==> config.mk <==
export PLATFORM = sky130hd
export DESIGN_NAME = noc_output_arbiter
export DESIGN_NICKNAME = d
export VERILOG_FILES = /design/src/rtl/noc_pkg.sv /design/src/rtl/nexthop_register.sv /design/src/rtl/rr_priority_picker.sv /design/src/rtl/noc_output_arbiter.sv
export SDC_FILE = /design/constraint.sdc
export NUM_CORES = 1
export LEC_CHECK = 0
export BUFFER_PORTS_ARGS = -buffer_cell sky130_fd_sc_hd__buf_2
export CORE_UTILIZATION = 60
export CTS_CLUSTER_SIZE = 25
export DETAILED_ROUTE_END_ITERATION = 8
export GPL_TIMING_DRIVEN = 0
export HOLD_SLACK_MARGIN = 0.05
export PLACE_DENSITY = 0.9
export SYNTH_ARGS = -nofsm -noshare
export SYNTH_HDL_FRONTEND = slang
export SYNTH_SLANG_ARGS = --single-unit
==> constraint.sdc <==
create_clock -name clk -period 9 [get_ports clk]
set_clock_uncertainty 0.15 [all_clocks]
set_input_delay 0.9 -clock clk [delete_from_list [all_inputs] [get_ports clk]]
set_output_delay 0.9 -clock clk [all_outputs]
set_load 0.02 [all_outputs]
==> src/rtl/noc_pkg.sv <==
// Shared NOC router definitions: port geometry, port indices and arbiter state encoding.
package noc_pkg;

  localparam int unsigned NUM_PORTS = 5;
  localparam int unsigned ADDR_W    = 3;

  typedef enum logic [2:0] {
    PORT_N = 3'd0,
    PORT_S = 3'd1,
    PORT_E = 3'd2,
    PORT_W = 3'd3,
    PORT_L = 3'd4
  } port_idx_t;

  typedef enum logic {
    IDLE   = 1'b0,
    LOCKED = 1'b1
  } arb_state_t;

endpackage

==> src/rtl/nexthop_register.sv <==
// Write-enabled next-hop register holding the address of the packet currently routed out.
module nexthop_register #(
  parameter int unsigned W = 3
) (
  input  logic         clk,
  input  logic         reset,
  input  logic         nhr_write_i,
  input  logic [W-1:0] nhr_address_i,
  output logic [W-1:0] nhr_q_o
);

  logic [W-1:0] nhr_q;

  always_ff @(posedge clk) begin
    if (reset)            nhr_q <= '0;
    else if (nhr_write_i) nhr_q <= nhr_address_i;
  end

  assign nhr_q_o = nhr_q;

endmodule

==> src/rtl/rr_priority_picker.sv <==
// Combinational round-robin picker: first set request at or above ptr_i, wrapping to 0.
module rr_priority_picker #(
  parameter int unsigned N    = 5,
  parameter int unsigned PTR_W = (N > 1) ? $clog2(N) : 1
) (
  input  logic [N-1:0]     req_i,
  input  logic [PTR_W-1:0] ptr_i,
  output logic [N-1:0]     gnt_o,
  output logic             any_req_o
);

  always_comb begin
    int unsigned idx;
    logic        found;
    gnt_o = '0;
    found = 1'b0;
    idx   = 0;
    for (int unsigned i = 0; i < N; i++) begin
      idx = 32'(ptr_i) + i;
      if (idx >= N) idx = idx - N;
      if (!found && req_i[idx]) begin
        gnt_o[idx] = 1'b1;
        found      = 1'b1;
      end
    end
  end

  assign any_req_o = |req_i;

endmodule

==> src/rtl/noc_output_arbiter.sv <==
// Per-output round-robin arbiter: packet-granular grant, next-hop load on grant, stall watchdog.
module noc_output_arbiter
  import noc_pkg::*;
#(
  parameter int unsigned NUM_PORTS = noc_pkg::NUM_PORTS,
  parameter int unsigned ADDR_W    = noc_pkg::ADDR_W,
  parameter int unsigned TIMEOUT   = 64
) (
  input  logic                        clk,
  input  logic                        reset,
  input  logic [NUM_PORTS-1:0]        req_i,
  input  logic [NUM_PORTS*ADDR_W-1:0] req_addr_i,
  input  logic                        flit_valid_i,
  input  logic                        tail_i,
  input  logic                        out_ready_i,
  output logic [NUM_PORTS-1:0]        grant_o,
  output logic                        grant_valid_o,
  output logic                        nhr_write_o,
  output logic [ADDR_W-1:0]           nhr_address_o,
  output logic                        timeout_o
);

  localparam int unsigned PTR_W   = (NUM_PORTS > 1) ? $clog2(NUM_PORTS) : 1;
  localparam logic [15:0] WD_LAST = 16'(TIMEOUT - 1);

  arb_state_t             state_q;
  logic [NUM_PORTS-1:0]   grant_q;
  logic [PTR_W-1:0]       ptr_q;
  logic [PTR_W-1:0]       ptr_d;
  logic [PTR_W-1:0]       win_q;
  logic [15:0]            wd_q;
  logic                   nhr_write_q;
  logic [ADDR_W-1:0]      nhr_addr_q;
  logic                   timeout_q;

  logic [NUM_PORTS-1:0]   pick_gnt;
  logic                   pick_any;
  logic [PTR_W-1:0]       pick_idx;
  logic [ADDR_W-1:0]      pick_addr;
  logic [ADDR_W-1:0]      nhr_held;
  logic                   xfer;

  rr_priority_picker #(
    .N     (NUM_PORTS),
    .PTR_W (PTR_W)
  ) u_picker (
    .req_i     (req_i),
    .ptr_i     (ptr_q),
    .gnt_o     (pick_gnt),
    .any_req_o (pick_any)
  );

  always_comb begin
    pick_idx  = '0;
    pick_addr = '0;
    for (int unsigned k = 0; k < NUM_PORTS; k++) begin
      if (pick_gnt[k]) begin
        pick_idx  = pick_idx | PTR_W'(k);
        pick_addr = pick_addr | req_addr_i[k*ADDR_W +: ADDR_W];
      end
    end
  end

  always_comb begin
    ptr_d = (win_q == PTR_W'(NUM_PORTS - 1)) ? '0 : win_q + 1'b1;
  end

  assign xfer = (state_q == LOCKED) && flit_valid_i && out_ready_i;

  always_ff @(posedge clk) begin
    if (reset) begin
      state_q     <= IDLE;
      grant_q     <= '0;
      ptr_q       <= '0;
      win_q       <= '0;
      wd_q        <= '0;
      nhr_write_q <= 1'b0;
      nhr_addr_q  <= '0;
      timeout_q   <= 1'b0;
    end else begin
      nhr_write_q <= 1'b0;
      timeout_q   <= 1'b0;
      case (state_q)
        IDLE: begin
          if (pick_any) begin
            state_q     <= LOCKED;
            grant_q     <= pick_gnt;
            win_q       <= pick_idx;
            wd_q        <= '0;
            nhr_write_q <= 1'b1;
            nhr_addr_q  <= pick_addr;
          end
        end
        LOCKED: begin
          // Tail release is checked first so a coincident watchdog expiry stays silent.
          if (xfer && tail_i) begin
            state_q <= IDLE;
            grant_q <= '0;
            ptr_q   <= ptr_d;
          end else if (!xfer && wd_q == WD_LAST) begin
            state_q   <= IDLE;
            grant_q   <= '0;
            ptr_q     <= ptr_d;
            timeout_q <= 1'b1;
          end else if (xfer) begin
            wd_q <= '0;
          end else if (wd_q != '1) begin
            wd_q <= wd_q + 16'd1;
          end
        end
        default: begin
          state_q <= IDLE;
          grant_q <= '0;
        end
      endcase
    end
  end

  nexthop_register #(
    .W (ADDR_W)
  ) u_nhr (
    .clk           (clk),
    .reset         (reset),
    .nhr_write_i   (nhr_write_q),
    .nhr_address_i (nhr_addr_q),
    .nhr_q_o       (nhr_held)
  );

  // Between strobes the register content equals the last address driven, so reuse it as the hold value.
  assign nhr_address_o = nhr_write_q ? nhr_addr_q : nhr_held;
  assign grant_o       = grant_q;
  assign grant_valid_o = |grant_q;
  assign nhr_write_o   = nhr_write_q;
  assign timeout_o     = timeout_q;

endmodule

==> results_dict.tcl <==
set metrics [dict create \
    outcome "complete, no violations" \
    worst_pin_slew_ns 0.622 \
    p_leak_uw 0.00137 \
    slew_headroom_pct 58.4 \
    rsz0062_at_grt "false" \
    required_ns 9.00 \
    start_util_pct 63.7 \
    p_clk_share_pct 29.4 \
    pin_count 36 \
    drt_iter0_drc 400 \
    async_flop_share_pct 0 \
    synth.distinct_cells 72 \
    syn-num-nets 437 \
    holdWs_ns 0.336 \
    synth_area_sq_um 3070 \
    p_comb_share_pct 27.8 \
    post_cts_buffers 0 \
    dpl.hpwl_um 5790 \
    drt_drc_violations_left 0 \
    timing.fmax_mhz 215 \
    antenna_left 0 \
    worstSetupPathType "register to register" \
    grt_max_degree 15 \
    finalSetupViolations 0 \
    dieArea_sq_um 5410 \
    antenna_found_initial 0 \
    rows 25 \
    dp.cells 490 \
    peakVddDrop_uv 99.3 \
    cts_resized 0 \
    synth-seq-cells 36 \
    cts_tree "done" \
    ys_seq_area_share_pct 23.5 \
    powerDensity_nw_per_um2 116 \
    cts.sinks 36 \
    synth_area_leaders "dfxtp_1 23%, ha_1 9.4%, nor2_1 5.9%, nand2_1 4.8%, mux2i_1 3.9%" \
    p_int_uw 272 \
    num_vias 3126 \
    grt_pass1_vias 2782 \
    synth_top_area_share_pct 23.5 \
    netSwitchingPower_uw 126 \
    power_frac_seq_pct 42.8 \
    port_buffers 35 \
    period_share_pct 51.7 \
    yosysMostFrequentCell "nor2_1" \
    core_area_sq_um 4820 \
    hold_viol 0 \
    final_cells 498 \
    finalPower_uw 398 \
    cts_root_buffer "clkbuf_8" \
    reg2reg_depth 16 \
    post-route-min-period_ns 4.66 \
    hold_depth 2 \
    syn_to_final_growth_pct 11.4 \
    synth_area_leader_cell "dfxtp_1" \
    startpoint_type "register" \
    synth_enable_flop_cells 0 \
    syn_avg_cell_area_sq_um 7.91 \
    drive_above_1_share_pct 16.0 \
    wire_per_inst_um 16.1 \
    fill_cells 395 \
    cts_hold_buf 0 \
    die_x_um 73.5 \
    die_h_um 73.5 \
    globalplace.congestion 0.961 \
    cp-end-kind "register" \
    clkTransAtPathRegs_ns 0.07 \
    numCtsBuffers 5 \
    post_drt_via_cell_ratio 6.28 \
    grt_pass1_wl_um 12900 \
    drt_wl_total_um 8010 \
    drt_first_pass_iters 5 \
    final.setup.tns_ns 0 \
    synthFlopType "dfxtp_1" \
    insertion_delay_ns 0.28 \
    syn-instance-count 388 \
    cts-htree-levels 2 \
    crit_fanout 14 \
    hp-class "register to register" \
    worstPathArrival_ns 4.66 \
    track_usage_pct 30.2 \
    diodes 0 \
    drv_slew 0 \
    yosys-top-cells-count "48 x nor2_1, 39 x nand2_1, 36 x dfxtp_1, 23 x a21oi_1, 23 x ha_1" \
    switching_share_pct 31.8 \
    register_area_sq_um 721 \
    multi_input_area_sq_um 2220 \
    gr-total-overflow 0 \
    num-nets-final 479 \
    yosysWarnings 0 \
    drv_cap 0 \
    cts_buffer_depth 2 \
]
-- power groups by stage --
stage          combinational [uW]  sequential [uW]  clock, uW
2_1_floorplan                77.3              174          0
3_3_place_gp                  105              173          0
3_5_place_dp                  107              174          0
4_1_cts                       108              170        118
5_1_grt                       120              171        124
6_report                      111              170        117
-- per-stage QoR --
stage                     worst slack, ns  utilization, %  area, sq um
after floorplan                      5.31               -         3070
after global placement               4.57            69.1         3330
after detailed placement             4.55            69.1         3330
after CTS                            4.52            71.0         3420
after global routing                 4.14            71.0         3420
final                                4.34            71.0         3420
-- cell usage in the layout (no fill, tap or decap), types with 3 or more instances in the layout --
master	instances
nor4_1	3
clkbuf_8	6
xor2_1	10
nand4_1	8
inv_1	13
dfxtp_1	36
a31o_2	3
nand2b_1	6
nor3b_1	3
nor3_1	11
a21oi_1	23
nand2_1	39
ha_1	23
xnor2_1	5
buf_2	39
or3_1	5
a22oi_1	4
a32o_1	4
or4_1	3
mux2i_1	12
a211oi_1	5
nor2b_1	9
o22ai_1	4
and3_1	4
o21ai_0	11
a31oi_1	4
clkbuf_1	10
a311oi_1	4
nand3_1	18
a21o_1	3
mux2_2	4
a221oi_1	3
nor2_1	48
-- worst paths after layout --
check | from | end | slack [ns]
min reg2reg | grant_o[1] | grant_o[1] | 0.34
max | ptr_q[1] | nhr_addr_q[0] | 4.34
min | grant_o[1] | grant_o[1] | 0.34
max reg2reg | ptr_q[1] | nhr_addr_q[0] | 4.34
-- flip-flops by register name (all words and copies together), names as in the netlist --
name           flops
nhr_write_o        1
nhr_addr_q         3
win_q              3
state_q            1
timeout_o          1
grant_o            5
wd_q              16
u_nhr.nhr_q_o      3
ptr_q              3
-- routing by layer --
layer  GRT usage [%]  up-vias  wire [um]
met5               0        -          0
met4            8.12        0        174
met3            6.72       22        702
met2            49.3      175       3700
met1            40.1     1429       3440
li1                -     1500          -
-- cells by family (layout without fill, tap and decap cells) --
kind of cell / count (synthesis) / count (layout) / share of synthesized area (%)
xor+xnor: 17 / 17 / 5.34
mux: 18 / 18 / 6.60
buf+inv: 30 / 73 / 4.20
flops: 36 / 36 / 23.5
fa+ha+maj: 24 / 24 / 10.0
compound gates: 95 / 95 / 23.0
simple gates: 168 / 168 / 27.4
-- final cells by class --
cell class | count | area share [%]
Clock buffer | 8 | 2.63
Buffer | 15 | 2.12
Timing Repair Buffer | 35 | 5.12
Tap cell | 67 | 2.45
Multi-Input combinational cell | 322 | 64.9
Inverter | 15 | 1.65
Sequential cell | 36 | 21.1
-- critical path, stage by stage, from the launching register on --
cell and delay (ns):
dfxtp_1 0.69, inv_1 0.42, ha_1 0.43, clkbuf_1 0.34
clkbuf_1 0.44, o22ai_1 0.16, ha_1 0.28, nor2b_1 0.15
nand3_1 0.08, a21oi_1 0.07, a41oi_1 0.26, nor2_1 0.08
a32oi_1 0.21, o21a_1 0.18, o211ai_2 0.18, a221oi_1 0.29
a311oi_1 0.13
Power figures use the tool's default switching activity.
